### src/rtl/uart_pkg.sv
// rtl/uart_pkg.sv - shared types and constants for the UART line-buffer receiver
package uart_pkg;

    typedef enum logic [2:0] {
        ST_IDLE,
        ST_START,
        ST_DATA,
        ST_PARITY,
        ST_STOP,
        ST_WAIT_HIGH
    } rx_state_t;

    localparam int PAR_NONE = 0;
    localparam int PAR_EVEN = 1;
    localparam int PAR_ODD  = 2;

    typedef struct packed {
        logic [7:0] data;
        logic       last;
        logic       err;
    } uart_entry_t;

endpackage

### src/rtl/uart_sync_fifo.sv
// rtl/uart_sync_fifo.sv - show-ahead synchronous FIFO with wrap-bit pointers
module uart_sync_fifo #(
    parameter int WIDTH = 10,
    parameter int DEPTH = 64
) (
    input  logic                     clk,
    input  logic                     reset,
    input  logic                     wr_en,
    input  logic [WIDTH-1:0]         wr_data,
    input  logic                     rd_en,
    output logic [WIDTH-1:0]         rd_data,
    output logic                     full,
    output logic                     empty,
    output logic [$clog2(DEPTH):0]   count
);

    localparam int AW = $clog2(DEPTH);
    localparam logic [AW:0] PTR_ONE = (AW+1)'(1);

    logic [WIDTH-1:0] mem [DEPTH];
    logic [AW:0]      wptr;
    logic [AW:0]      rptr;
    logic             do_wr;
    logic             do_rd;

    // A write while full is accepted only when the head leaves in the same cycle.
    assign do_rd = rd_en && !empty;
    assign do_wr = wr_en && (!full || do_rd);

    always_ff @(posedge clk) begin
        if (reset) begin
            wptr <= '0;
            rptr <= '0;
        end else begin
            if (do_wr) wptr <= wptr + PTR_ONE;
            if (do_rd) rptr <= rptr + PTR_ONE;
        end
    end

    always_ff @(posedge clk) begin
        if (do_wr) mem[wptr[AW-1:0]] <= wr_data;
    end

    assign rd_data = mem[rptr[AW-1:0]];
    assign empty   = (wptr == rptr);
    assign full    = (wptr[AW] != rptr[AW]) && (wptr[AW-1:0] == rptr[AW-1:0]);
    assign count   = wptr - rptr;

endmodule

### src/rtl/uart_rx_line_buffer.sv
// rtl/uart_rx_line_buffer.sv - UART receiver with frame checks, byte FIFO and line tracking
module uart_rx_line_buffer
    import uart_pkg::*;
#(
    parameter int          CLK_HZ       = 50_000_000,
    parameter int          BIT_RATE     = 9600,
    parameter int          PAYLOAD_BITS = 8,
    parameter int          PARITY       = 0,
    parameter int          STOP_BITS    = 1,
    parameter int          FIFO_DEPTH   = 64,
    parameter logic [7:0]  EOL_CHAR     = 8'h0a
) (
    input  logic                              clk,
    input  logic                              reset,
    input  logic                              uart_rxd,
    input  logic                              uart_rx_en,
    output logic                              m_valid,
    input  logic                              m_ready,
    output logic [7:0]                        m_data,
    output logic                              m_last,
    output logic                              m_err,
    output logic [$clog2(FIFO_DEPTH+1)-1:0]   lines_pending,
    output logic                              overflow,
    input  logic                              clear_overflow,
    output logic                              rx_break
);

    localparam int CPB = CLK_HZ / BIT_RATE;
    localparam int CW  = $clog2(CPB);
    localparam int AW  = $clog2(FIFO_DEPTH);
    localparam logic [CW-1:0] CNT_HALF  = CW'(CPB / 2 - 1);
    localparam logic [CW-1:0] CNT_FULL  = CW'(CPB - 1);
    localparam logic [2:0]    LAST_BIT  = 3'(PAYLOAD_BITS - 1);
    localparam logic          LAST_STOP = 1'(STOP_BITS - 1);
    localparam logic          ODD_PAR   = (PARITY == PAR_ODD);

    logic        rx_meta;
    logic        rxs;
    rx_state_t   state;
    logic [CW-1:0] cnt;
    logic [2:0]  bit_idx;
    logic        stop_idx;
    logic [7:0]  data_q;
    logic        par_zero;
    logic        perr;
    logic        ferr;
    logic        stop0;
    logic        push_q;
    uart_entry_t push_entry;

    logic        tick;
    logic        ferr_now;
    logic        first_stop;
    logic        is_break;

    assign tick       = (cnt == '0);
    assign ferr_now   = ferr | ~rxs;
    assign first_stop = (stop_idx == 1'b0) ? rxs : stop0;
    assign is_break   = (data_q == 8'h00) && par_zero && !first_stop;

    always_ff @(posedge clk) begin
        if (reset) begin
            rx_meta    <= 1'b1;
            rxs        <= 1'b1;
            state      <= ST_IDLE;
            cnt        <= '0;
            bit_idx    <= '0;
            stop_idx   <= 1'b0;
            data_q     <= '0;
            par_zero   <= 1'b1;
            perr       <= 1'b0;
            ferr       <= 1'b0;
            stop0      <= 1'b1;
            push_q     <= 1'b0;
            push_entry <= '0;
            rx_break   <= 1'b0;
        end else begin
            rx_meta  <= uart_rxd;
            rxs      <= rx_meta;
            push_q   <= 1'b0;
            rx_break <= 1'b0;
            if (state inside {ST_START, ST_DATA, ST_PARITY, ST_STOP})
                cnt <= tick ? CNT_FULL : cnt - 1'b1;
            case (state)
                ST_IDLE: begin
                    if (uart_rx_en && !rxs) begin
                        cnt      <= CNT_HALF;
                        bit_idx  <= '0;
                        stop_idx <= 1'b0;
                        data_q   <= '0;
                        par_zero <= 1'b1;
                        perr     <= 1'b0;
                        ferr     <= 1'b0;
                        state    <= ST_START;
                    end
                end
                ST_START: begin
                    if (tick) state <= rxs ? ST_IDLE : ST_DATA;
                end
                ST_DATA: begin
                    if (tick) begin
                        data_q[bit_idx] <= rxs;
                        if (bit_idx == LAST_BIT)
                            state <= (PARITY != PAR_NONE) ? ST_PARITY : ST_STOP;
                        else
                            bit_idx <= bit_idx + 1'b1;
                    end
                end
                ST_PARITY: begin
                    if (tick) begin
                        par_zero <= !rxs;
                        perr     <= (rxs != ((^data_q) ^ ODD_PAR));
                        state    <= ST_STOP;
                    end
                end
                ST_STOP: begin
                    if (tick) begin
                        if (stop_idx == 1'b0) stop0 <= rxs;
                        if (!rxs) ferr <= 1'b1;
                        // The push decision uses the current sample, hence ferr_now/first_stop.
                        if (stop_idx == LAST_STOP) begin
                            if (is_break) begin
                                rx_break <= 1'b1;
                                state    <= ST_WAIT_HIGH;
                            end else begin
                                push_q          <= 1'b1;
                                push_entry.data <= data_q;
                                push_entry.last <= (data_q == EOL_CHAR);
                                push_entry.err  <= perr | ferr_now;
                                state           <= ferr_now ? ST_WAIT_HIGH : ST_IDLE;
                            end
                        end else begin
                            stop_idx <= stop_idx + 1'b1;
                        end
                    end
                end
                ST_WAIT_HIGH: begin
                    if (rxs) state <= ST_IDLE;
                end
                default: state <= ST_IDLE;
            endcase
        end
    end

    uart_entry_t  head;
    logic         fifo_full;
    logic         fifo_empty;
    logic [AW:0]  fifo_count;
    logic         pop;
    logic         accepted;
    logic         drop;
    logic         lp_inc;
    logic         lp_dec;

    uart_sync_fifo #(
        .WIDTH ($bits(uart_entry_t)),
        .DEPTH (FIFO_DEPTH)
    ) u_fifo (
        .clk     (clk),
        .reset   (reset),
        .wr_en   (push_q),
        .wr_data (push_entry),
        .rd_en   (pop),
        .rd_data (head),
        .full    (fifo_full),
        .empty   (fifo_empty),
        .count   (fifo_count)
    );

    assign m_valid  = !fifo_empty;
    assign pop      = m_valid && m_ready;
    assign accepted = push_q && (!fifo_full || pop);
    assign drop     = push_q && fifo_full && !pop;
    assign lp_inc   = accepted && push_entry.last;
    assign lp_dec   = pop && head.last;

    assign m_data = m_valid ? head.data : 8'h00;
    assign m_last = m_valid && head.last;
    assign m_err  = m_valid && head.err;

    always_ff @(posedge clk) begin
        if (reset) begin
            overflow      <= 1'b0;
            lines_pending <= '0;
        end else begin
            if (drop)
                overflow <= 1'b1;
            else if (clear_overflow)
                overflow <= 1'b0;
            case ({lp_inc, lp_dec})
                2'b10:   lines_pending <= lines_pending + 1'b1;
                2'b01:   lines_pending <= lines_pending - 1'b1;
                default: lines_pending <= lines_pending;
            endcase
        end
    end

    // Every counted line terminator must still be sitting in the FIFO.
    always_ff @(posedge clk) begin
        if (!reset) assert (lines_pending <= fifo_count);
    end

endmodule

### config.mk
export PLATFORM = sky130hd
export DESIGN_NAME = uart_rx_line_buffer
export DESIGN_NICKNAME = d
export VERILOG_FILES = /design/src/rtl/uart_pkg.sv /design/src/rtl/uart_sync_fifo.sv /design/src/rtl/uart_rx_line_buffer.sv
export SDC_FILE = /design/constraint.sdc
export NUM_CORES = 1
export LEC_CHECK = 0
export CORE_MARGIN = 2
export CORE_UTILIZATION = 50
export DETAILED_ROUTE_END_ITERATION = 8
export DONT_BUFFER_PORTS = 1
export GPL_TIMING_DRIVEN = 0
export PLACE_DENSITY_LB_ADDON = 0.15
export RECOVER_POWER = 25
export SKIP_LAST_GASP = 1
export SLEW_MARGIN = 20
export SYNTH_ARGS = -nofsm -noshare
export SYNTH_HDL_FRONTEND = slang
export SYNTH_SLANG_ARGS = --single-unit
### constraint.sdc
create_clock -name clk -period 4 [get_ports clk]
set_input_delay 0.4 -clock clk [delete_from_list [all_inputs] [get_ports clk]]
set_output_delay 0.4 -clock clk [all_outputs]
set_load 0.02 [all_outputs]
==> reports/qor.yml, run 1 <==
setup_path:
  cpMostUsedCell: "buf_12"
  crit_family: "multiplexers"
  critPathMaxFanout: 6
  reg2reg_setup_slack_ps: 20
  cp-end-kind: "flop"
  ff2ff_path_depth: 14
  worstPathRequired_ps: 4500
  arrival_ps: 4480
  timing.rr.end: "lines_pending[4]"
  max_stage_delay_ps: 550
  path_cells: "buf_12 -> buf_12 -> mux4_1 -> mux4_2 -> mux2i_4 -> a211oi_4 -> ha_4 -> xor2_1 -> ha_2 -> a21oi_4 -> o21ai_2 -> a221oi_4 -> mux2i_1 -> mux2_1"
  path_buf_inv: 2
  cp-start-kind: "flop"
  worstSetupPathType: "flop to flop"
  slowest_stage: "mux4_1"
detailed_routing:
  drt_pass1_iterations: 7
  wirelength_um: 69050
  remaining_drc_errors: 0
  wl_per_cell_um: 28.72
  vias: 14886
  vias_per_cell: 6.192
  ant_nets: 0
  drt-initial-drc-count: 1741
power:
  powerDensity_nw_per_um2: 467.8
  ir_worst_vdd_v: 0.0002946
  leakagePower_nw: 9.884
placed_design:
  port_buffers: 0
  dp_slack_ps: -1001
  dpl_cell_area_um2: 29290
  gp_congestion: 0.8429
  hpwl_um: 43860
timing:
  tightest_slew_ps: 2590
  hold_violations: 0
  min_period_ps: 3979
  fin_crit_sh_pct: 99.47
  grt_setup_unrepaired: "true"
  finClkSkew_ps: 30.78
  fin_ws_ps: 21.19
  drv_slew: 382
  max_freq_mhz: 251.3
  setup_viol: 0
  slew_headroom_pct: -72.93
global_route:
  grt_antenna_before_repair: 0
  grt.total_usage_pct: 24.46
  grt_pass1_wl_um: 100400
  globalRoute.totalOverflow: 0
  grt_max_degree: 66
  grt_pass1_vias: 14893
logic_synthesis:
  yosys_warnings: 0
  synth.area.top_cells: "edfxtp_1 (68%), mux4_2 (13%), dfxtp_1 (5.1%)"
  synth-async-reset-ratio_pct: 0
  synth_most_common_cell: "edfxtp_1"
  synth_seq_area_share_pct: 73.57
  synthTopCellsByCount: "edfxtp_1 (640), mux4_2 (157), nor2_1 (121)"
  synthesis.nets: 1532
  syn-mean-instance-area_um2: 18.57
  synthDistinctLibCells: 66
  postSynthCellCount: 1512
  synth_area_leader_cell: "edfxtp_1"
  synth_edf_count: 640
  syn-cell-area_um2: 28080
  synth_top_area_share_pct: 68.44
  synthFlopType: "edfxtp_1"
  ys_ff_latch: 712
worst_hold_path:
  hold_end: "overflow"
  worstHoldStart: "clear_overflow"
  hold_class: "input port to flop"
  hold_path_depth: 3
cells_and_area:
  fin_nets: 1624
  antenna_cells: 0
  area_growth_pct: 13.92
  layout-drive-gt1-share_pct: 23.61
  final_cell_area_um2: 31990
  utilization_pct: 57.84
cts:
  clockRootBuffer: "clkbuf_16"
  clkLatencyLatePin_ps: 620
  path_clk_slew_ps: 60
  clk_path_buf_depth: 3
  cts_buffers: 74
  cts_tree: "done"
  cts.sinks: 712
  htreeDepth: 3
floorplan:
  die_y_um: 241.0
  initial_core_util_pct: 50.77
  die_w_um: 241.0
  fp-row-count: 86
  pin_count: 26
  coreArea_um2: 55310
  die_area_um2: 58070
run_status:
  status: "complete, but fails checks"
  violations: "max-capacitance violations, max-slew violations"
run:
  cap_violations: 6
[flip-flops by register name, indices dropped and copies added (netlist names), named ones only]
name	count
push_q	1
rx_meta	1
rxs	1
u_fifo.wptr	7
u_fifo.rptr	7
push_entry	10
data_q	8
ferr	1
perr	1
state	3
overflow	1
bit_idx	3
u_fifo.mem	640
cnt	13
lines_pending	7
rx_break	1
par_zero	1
[metal layers]
metal / wire [um] / global-route usage [%]
met1: 29170 / 34.72
met5: 0 / 0
met4: 1772 / 8.174
met3: 5702 / 5.673
met2: 32410 / 37.74
[layout make-up]
| type | instances | area [um^2] |
|---|---|---|
| timing repair buffer | 19 | 227.7 |
| sequential | 712 | 20670 |
| clock inverter | 35 | 390.4 |
| tap | 748 | 935.9 |
| clock buffer | 93 | 1987 |
| buffer | 85 | 461.7 |
| inverter | 15 | 56.30 |
| fill | 4202 | 23320 |
| multi-input combinational | 697 | 7266 |
[report_power, final]
part           switching [mW]  internal, mW  total, mW
Sequential             0.0103          7.99       8.00
Clock                    2.76          4.08       6.84
Combinational          0.0816        0.0395      0.121
Total                    2.85          12.1       15.0
[cells by family (layout without fill, tap and decap cells)]
kind of cell    Yosys count  in the layout  share of synthesized area, %
fa+ha+maj                14             14                        0.6238
buf+inv                 103            247                         1.622
xor+xnor                 36             36                         1.123
flops                   712            712                         73.57
mux                     171            171                         13.53
compound gates          183            183                         4.237
simple gates            293            293                         5.293
[tightest hold or removal path, delay by kind of cell]
family	cells	cell delay, ps
simple gates	2	90
compound gates	1	140
[layout by cell type, fill, tap and decap left out, types with 7 or more instances in the layout]
master and instances:
inv_1 15, nand2_1 29, clkbuf_1 51, buf_2 18, a21oi_1 35, nor2_1 80
nand4_1 9, o32ai_1 7, nor4_2 8, edfxtp_1 640, xor2_1 21, clkinv_1 18
or3_1 10, nor2_2 40, a22o_1 8, mux4_2 163, and3_1 8, nand3_1 28
clkbuf_16 77, nand3b_1 10, o21ai_0 17, nor2b_1 11, nand2b_1 11, ha_1 12
bufinv_16 9, buf_4 16, nor4_1 8, a31oi_1 7, xnor2_1 15, dfxtp_1 69
buf_1 11, o22ai_1 58
[stage by stage]
step | setup TNS [ps] | instances | hold WS, ps | power (mW)
6_report | 0 | 2404 | 61.02 | 14.97
3_3_place_gp | -3487 | 2260 | 405.9 | 8.275
5_1_grt | -176.9 | 2404 | 83.57 | 15.34
4_1_cts | -130.7 | 2402 | 18.49 | 15.05
3_5_place_dp | -3457 | 2266 | 398.7 | 8.274
2_1_floorplan | 0 | 1512 | 389.5 | 8.244
[worst max path at each step]
stage	from	endpoint	cells after the start	slack, ps
global route	flop	lines_pending[4]	15	-90
floorplan	flop	lines_pending[4]	17	1
global placement	flop	lines_pending[6]	15	-1000
CTS	flop	m_err	8	-70
finish	flop	lines_pending[4]	14	20
detailed placement	flop	lines_pending[4]	15	-1000
[timing repair]
item / CTS / global route
hold endpoints to repair: 3 / 0
setup endpoints to repair: 13 / 10
pin swaps: 4 / 7
setup buffers: 7 / 3
gates cloned: 1 / 0
gates resized for setup: 47 / 24
hold buffers: 2 / 0
No activity file was read; power rests on OpenSTA's default activity.
==> inputs of run 2 (changes only) <==
--- a/config.mk
+++ b/config.mk
@@ -7,10 +7,11 @@
 export LEC_CHECK = 0
 export CORE_MARGIN = 2
 export CORE_UTILIZATION = 50
+export CTS_BUF_LIST = sky130_fd_sc_hd__clkbuf_8
 export DETAILED_ROUTE_END_ITERATION = 8
 export DONT_BUFFER_PORTS = 1
 export GPL_TIMING_DRIVEN = 0
-export PLACE_DENSITY_LB_ADDON = 0.15
+export PLACE_DENSITY_LB_ADDON = 0.2
 export RECOVER_POWER = 25
 export SKIP_LAST_GASP = 1
 export SLEW_MARGIN = 20
==> reports/qor.yml, run 2 (synthesized netlist as in run 1, its figures left out) <==
setup_path:
  cp-end-kind: "flop"  # unchanged
  path_cells: "buf_12 -> buf_12 -> mux4_1 -> mux4_2 -> mux2i_4 -> a211oi_4 -> ha_4 -> xor2_1 -> ha_2 -> a21oi_4 -> o21ai_2 -> a221oi_4 -> mux2i_1 -> mux2_1"  # unchanged
  slowest_stage: "mux4_1"  # unchanged
  arrival_ps: 4580  # was 4480 ps
  worstSetupPathType: "flop to flop"  # unchanged
  cpMostUsedCell: "buf_12"  # unchanged
  worstPathRequired_ps: 4580  # was 4500 ps
  max_stage_delay_ps: 540  # was 550 ps
  path_buf_inv: 2  # unchanged
  crit_family: "multiplexers"  # unchanged
  cp-start-kind: "flop"  # unchanged
  critPathMaxFanout: 6  # unchanged
power:
  switching_share_pct: 20.68  # was 19.08%
  pwr-share-clk_pct: 42.0  # was 45.7%
  powerDensity_nw_per_um2: 441.1  # was 467.8 nW/um^2
  pwr-share-comb_pct: 0.9  # was 0.8%
  internal-power_mw: 11.12  # was 12.11 mW
  ir_worst_vdd_v: 0.0002941  # was 0.0002946 V
  leakagePower_nw: 9.980  # was 9.884 nW
  power_frac_seq_pct: 57.1  # was 53.5%
  p_total_mw: 14.02  # was 14.97 mW
  netSwitchingPower_mw: 2.899  # was 2.855 mW
detailed_routing:
  wl_per_cell_um: 27.40  # was 28.72 um
  ant_nets: 0  # unchanged
  remaining_drc_errors: 0  # unchanged
  vias_per_cell: 6.091  # was 6.192
  drt_pass1_iterations: 6  # was 7
  wirelength_um: 68060  # was 69050 um
  drt-initial-drc-count: 1847  # was 1741
  vias: 15129  # was 14886
cells_and_area:
  final_cell_area_um2: 31780  # was 31990 um^2
  antenna_cells: 0  # unchanged
  layout-drive-gt1-share_pct: 25.35  # was 23.61%
  multi_input_area_um2: 7248  # was 7266 um^2
  fillCellCount: 4283  # was 4202
  largest_reg_flops: 640  # unchanged
  final_common_cell: "edfxtp_1"  # unchanged
  seq_area_um2: 20660  # was 20670 um^2
  final_cell_mix: "edfxtp_1 (640), mux4_2 (163), clkbuf_8 (121)"  # was edfxtp_1 (640), mux4_2 (163), nor2_1 (80)
  fin_nets: 1666  # was 1624
  area_growth_pct: 13.18  # was 13.92%
timing:
  drv_slew: 307  # was 382
  whs_ps: 76.94  # was 61.02 ps
  setup_viol: 1  # was 0
  fin_ws_ps: -1.255  # was 21.19 ps
  max_freq_mhz: 249.9  # was 251.3 MHz
  fin_crit_sh_pct: 100.0  # was 99.47%
  grt_setup_unrepaired: "true"  # unchanged
  slew_headroom_pct: -68.29  # was -72.93%
  finClkSkew_ps: 32.90  # was 30.78 ps
  tightest_slew_ps: 2524  # was 2590 ps
  hold_violations: 0  # unchanged
  min_period_ps: 4001  # was 3979 ps
cts:
  clk_path_buf_depth: 3  # unchanged
  clockRootBuffer: "clkbuf_8"  # was clkbuf_16
  clkLatencyLatePin_ps: 730  # was 620 ps
  cts_buffers: 112  # was 74
  path_clk_slew_ps: 60  # about the same
  cts.sinks: 712  # unchanged
  cts_tree: "done"  # unchanged
  htreeDepth: 3  # unchanged
floorplan:
  die_area_um2: 58070  # unchanged
  initial_core_util_pct: 50.77  # unchanged
  coreArea_um2: 55310  # unchanged
  pin_count: 26  # unchanged
  fp-row-count: 86  # unchanged
  die_y_um: 241.0  # unchanged
  die_w_um: 241.0  # unchanged
global_route:
  grt_max_degree: 66  # unchanged
  grt.total_usage_pct: 24.22  # was 24.46%
  grt_antenna_before_repair: 0  # unchanged
  globalRoute.totalOverflow: 0  # unchanged
  grt_pass1_wl_um: 100100  # was 100400 um
  grt_pass1_vias: 14980  # was 14893
placed_design:
  gp_congestion: 0.8802  # was 0.8429
  hpwl_um: 43920  # was 43860 um
  port_buffers: 0  # unchanged
  dpl_cell_area_um2: 29300  # was 29290 um^2
run:
  cap_violations: 5  # was 6
run_status:
  violations: "max-capacitance violations, max-slew violations, negative setup slack"  # was max-capacitance violations, max-slew violations
  status: "complete, but fails checks"  # unchanged
worst_hold_path:
  hold_class: "input port to flop"  # unchanged
-- run 2: cell count changes in the layout (fill, tap and decap cells not counted), sizes merged --
cell / before / now
clkinv: 22 / 37
dlygate4sd3: 2 / 4
clkdlybuf4s15: 1 / 2
clkinvlp: 2 / 3
bufinv: 9 / 5
inv: 17 / 54
clkbuf: 139 / 167
-- run 2: stage by stage --
step / TNS, ps / util (%) / worst slack [ps] / instances
floorplan: 0 / - / 1.357 / 1512
global placement: -4006 / 52.52 / -1142 / 2260
detailed placement: -3842 / 52.98 / -1099 / 2268
CTS: -10.23 / 57.40 / -6.713 / 2482
global route: -162.1 / 57.46 / -108.8 / 2484
finish: -1.255 / 57.46 / -1.255 / 2484
-- run 2: final cells by class --
| type | count | share of cell area [%] |
|---|---|---|
| flip-flops and latches | 712 | 65.01 |
| multi-input cells | 697 | 22.81 |
| clock buffers | 120 | 5.197 |
| well taps | 748 | 2.945 |
| clock inverters | 84 | 1.547 |
| plain buffers | 85 | 1.484 |
| repair buffers | 23 | 0.8307 |
| inverters | 15 | 0.1772 |
-- run 2: final timing paths --
path,from,end,slack (ps),cells past startpoint
max,flop,lines_pending[4],-1,14
min,m_ready,u_fifo.rptr[1],80,3
max reg2reg,flop,lines_pending[4],-1,14
min reg2reg,rx_meta,rxs,410,1
-- run 2: what timing repair did --
item / CTS / global route
gates resized for setup: 57 / 17
setup buffers: 8 / 2
hold endpoints to repair: 14 / 0
gates cloned: 1 / 0
hold buffers: 4 / 0
pin swaps: 5 / 9
endpoints found under the setup margin: 16 / 9
-- run 2: worst min-delay path, stage by stage --
cell	delay, ps
o21ai_1	130
nand2_1	110
a21oi_1	80
-- run 2: layer usage --
metal | wire (um) | global-route usage (%) | up-vias | part of all wire, %
met5 | 0 | 0 | - | 0
met4 | 1750 | 7.445 | 0 | 2.6
met3 | 6077 | 5.639 | 105 | 8.9
met2 | 31560 | 36.53 | 729 | 46
met1 | 28670 | 35.47 | 7836 | 42
li1 | - | - | 6459 | -
-- run 2: power groups by stage --
stage	clock network (mW)	registers (mW)	logic [mW]
floorplan	0	8.16	0.0875
global placement	0	8.16	0.116
detailed placement	0	8.16	0.118
CTS	5.98	8.00	0.123
global route	6.29	8.00	0.137
finish	5.89	8.00	0.123
==> inputs of run 3 (changes only) <==
--- a/config.mk
+++ b/config.mk
@@ -5,12 +5,14 @@
 export SDC_FILE = /design/constraint.sdc
 export NUM_CORES = 1
 export LEC_CHECK = 0
+export ABC_CLOCK_PERIOD_IN_PS = 4000
 export CORE_MARGIN = 2
 export CORE_UTILIZATION = 50
 export CTS_BUF_LIST = sky130_fd_sc_hd__clkbuf_8
 export DETAILED_ROUTE_END_ITERATION = 8
 export DONT_BUFFER_PORTS = 1
 export GPL_TIMING_DRIVEN = 0
+export MAX_ROUTING_LAYER = met4
 export PLACE_DENSITY_LB_ADDON = 0.2
 export RECOVER_POWER = 25
 export SKIP_LAST_GASP = 1
==> reports/qor.yml, run 3 (synthesized netlist as in run 1, its figures left out) <==
run_status:
  status: "complete, but fails checks"  # unchanged
  violations: "max-capacitance violations, max-slew violations"  # was max-capacitance violations, max-slew violations, negative setup slack
timing:
  hold_violations: 0  # unchanged
  min_period_ps: 3994  # was 4001 ps
  max_freq_mhz: 250.4  # was 249.9 MHz
  slew_headroom_pct: -67.57  # was -68.29%
  whs_ps: 86.82  # was 76.94 ps
  fin_crit_sh_pct: 99.85  # was 100.0%
  finClkSkew_ps: 31.12  # was 32.90 ps
  tightest_slew_ps: 2510  # was 2524 ps
  setup_viol: 0  # was 1
  drv_slew: 343  # was 307
  grt_setup_unrepaired: "true"  # unchanged
  fin_ws_ps: 5.832  # was -1.255 ps
cts:
  clockRootBuffer: "clkbuf_8"  # unchanged
  cts_buffers: 112  # unchanged
  path_clk_slew_ps: 60  # about the same
  cts_tree: "done"  # unchanged
  htreeDepth: 3  # unchanged
  cts.sinks: 712  # unchanged
  clkLatencyLatePin_ps: 720  # was 730 ps
  clk_path_buf_depth: 3  # unchanged
cells_and_area:
  fin_nets: 1666  # unchanged
  layout-drive-gt1-share_pct: 25.29  # was 25.35%
  final_cell_mix: "edfxtp_1 (640), mux4_2 (163), clkbuf_8 (121)"  # unchanged
  area_growth_pct: 13.16  # was 13.18%
  seq_area_um2: 20660  # unchanged
  fillCellCount: 4280  # was 4283
  largest_reg_flops: 640  # unchanged
  antenna_cells: 0  # unchanged
  final_common_cell: "edfxtp_1"  # unchanged
  final_cell_area_um2: 31780  # about the same
  multi_input_area_um2: 7242  # was 7248 um^2
  utilization_pct: 57.45  # was 57.46%
global_route:
  grt.total_usage_pct: 24.96  # was 24.22%
  grt_pass1_vias: 15017  # was 14980
  globalRoute.totalOverflow: 0  # unchanged
  grt_max_degree: 66  # unchanged
  grt_antenna_before_repair: 0  # unchanged
  grt_pass1_wl_um: 100100  # about the same
setup_path:
  cp-start-kind: "flop"  # unchanged
  arrival_ps: 4570  # was 4580 ps
  worstSetupPathType: "flop to flop"  # unchanged
  worstPathRequired_ps: 4580  # about the same
  ff2ff_path_depth: 15  # was 14
  crit_path_end: "lines_pending[4]"  # unchanged
  critPathMaxFanout: 6  # unchanged
  cp-end-kind: "flop"  # unchanged
  timing.rr.end: "lines_pending[4]"  # unchanged
  reg2reg_setup_slack_ps: 6  # was -1 ps
floorplan:
  die_area_um2: 58070  # unchanged
  die_y_um: 241.0  # unchanged
  fp-row-count: 86  # unchanged
  pin_count: 26  # unchanged
  initial_core_util_pct: 50.77  # unchanged
  die_w_um: 241.0  # unchanged
  coreArea_um2: 55310  # unchanged
power:
  pwr-share-clk_pct: 42.0  # about the same
  ir_worst_vdd_v: 0.0002899  # was 0.0002941 V
  leakagePower_nw: 9.978  # was 9.980 nW
  pwr-share-comb_pct: 0.9  # about the same
  internal-power_mw: 11.12  # about the same
  switching_share_pct: 20.67  # was 20.68%
  power_frac_seq_pct: 57.1  # about the same
  powerDensity_nw_per_um2: 441.1  # about the same
  netSwitchingPower_mw: 2.898  # was 2.899 mW
placed_design:
  hpwl_um: 43920  # unchanged
  port_buffers: 0  # unchanged
  dpl_cell_area_um2: 29300  # unchanged
  dp_slack_ps: -1099  # unchanged
  gp_congestion: 0.8961  # was 0.8802
detailed_routing:
  drt_pass1_iterations: 6  # unchanged
  ant_nets: 0  # unchanged
  wirelength_um: 68130  # was 68060 um
  remaining_drc_errors: 0  # unchanged
  drt-initial-drc-count: 1705  # was 1847
  vias_per_cell: 6.136  # was 6.091
  vias: 15243  # was 15129
  wl_per_cell_um: 27.43  # was 27.40 um
worst_hold_path:
  hold_class: "input port to flop"  # unchanged
run:
  cap_violations: 6  # was 5
[run 3: cell counts in the layout (fill, tap and decap cells not counted)]
No cell type changed its count.
[run 3: power groups by stage]
stage                     registers (mW)  logic, mW  clock network (mW)
after floorplan                     8.16     0.0875                   0
after global placement              8.16      0.116                   0
after detailed placement            8.16      0.118                   0
after CTS                           8.00      0.123                5.98
after global routing                8.00      0.137                6.29
final                               8.00      0.122                5.89
[run 3: cell type report]
class                           count  share of cell area, %
Clock buffer                      120                  5.198
Inverter                           15                 0.1772
Timing Repair Buffer               23                 0.8308
Sequential cell                   712                  65.03
Tap cell                          748                  2.945
Buffer                             85                  1.484
Clock inverter                     84                  1.547
Multi-Input combinational cell    697                  22.79
[run 3: per-layer routing]
layer  vias up  global-route usage, %  wire [um]
li1       6472                      -          -
met1      7954                  35.37      28840
met2       710                  36.39      31550
met3       107                  5.719       6011
met4         0                  7.744       1735
met5         -                      -          0
[run 3: repair_timing]
action                                  in CTS  in global routing
cloned                                       1                  0
endpoints found under the hold margin       14                  0
pin swaps                                    5                 10
buffers inserted                             8                  2
endpoints found under the setup margin      16                  9
hold buffers                                 4                  0
gates resized for setup                     57                 16
[run 3: how the worst min path moves through the flow]
stage | to | start | slack, ps | cells after the start
floorplan | rxs | rx_meta | 390 | 1
global placement | rxs | rx_meta | 390 | 1
detailed placement | rxs | rx_meta | 400 | 1
CTS | u_fifo.rptr[1] | m_ready | 30 | 3
global route | u_fifo.rptr[1] | m_ready | 80 | 3
finish | u_fifo.rptr[1] | m_ready | 90 | 3
[run 3: critical path, stage by stage (launching register included)]
cell	delay, ps
dfxtp_2	350
buf_12	160
buf_12	140
mux4_2	500
mux4_2	510
mux2_4	320
nor2_4	110
a211oi_4	60
ha_4	200
xor2_1	140
ha_2	200
a21oi_4	200
o21ai_2	90
a221oi_4	300
mux2i_1	240
mux2_1	330
[run 3: stage by stage]
step	power [mW]	instances	setup TNS, ps
4_1_cts	14.10	2482	-10.23
5_1_grt	14.42	2484	-160.2
6_report	14.02	2484	0
2_1_floorplan	8.244	1512	0
3_5_place_dp	8.274	2268	-3842
3_3_place_gp	8.275	2260	-4006
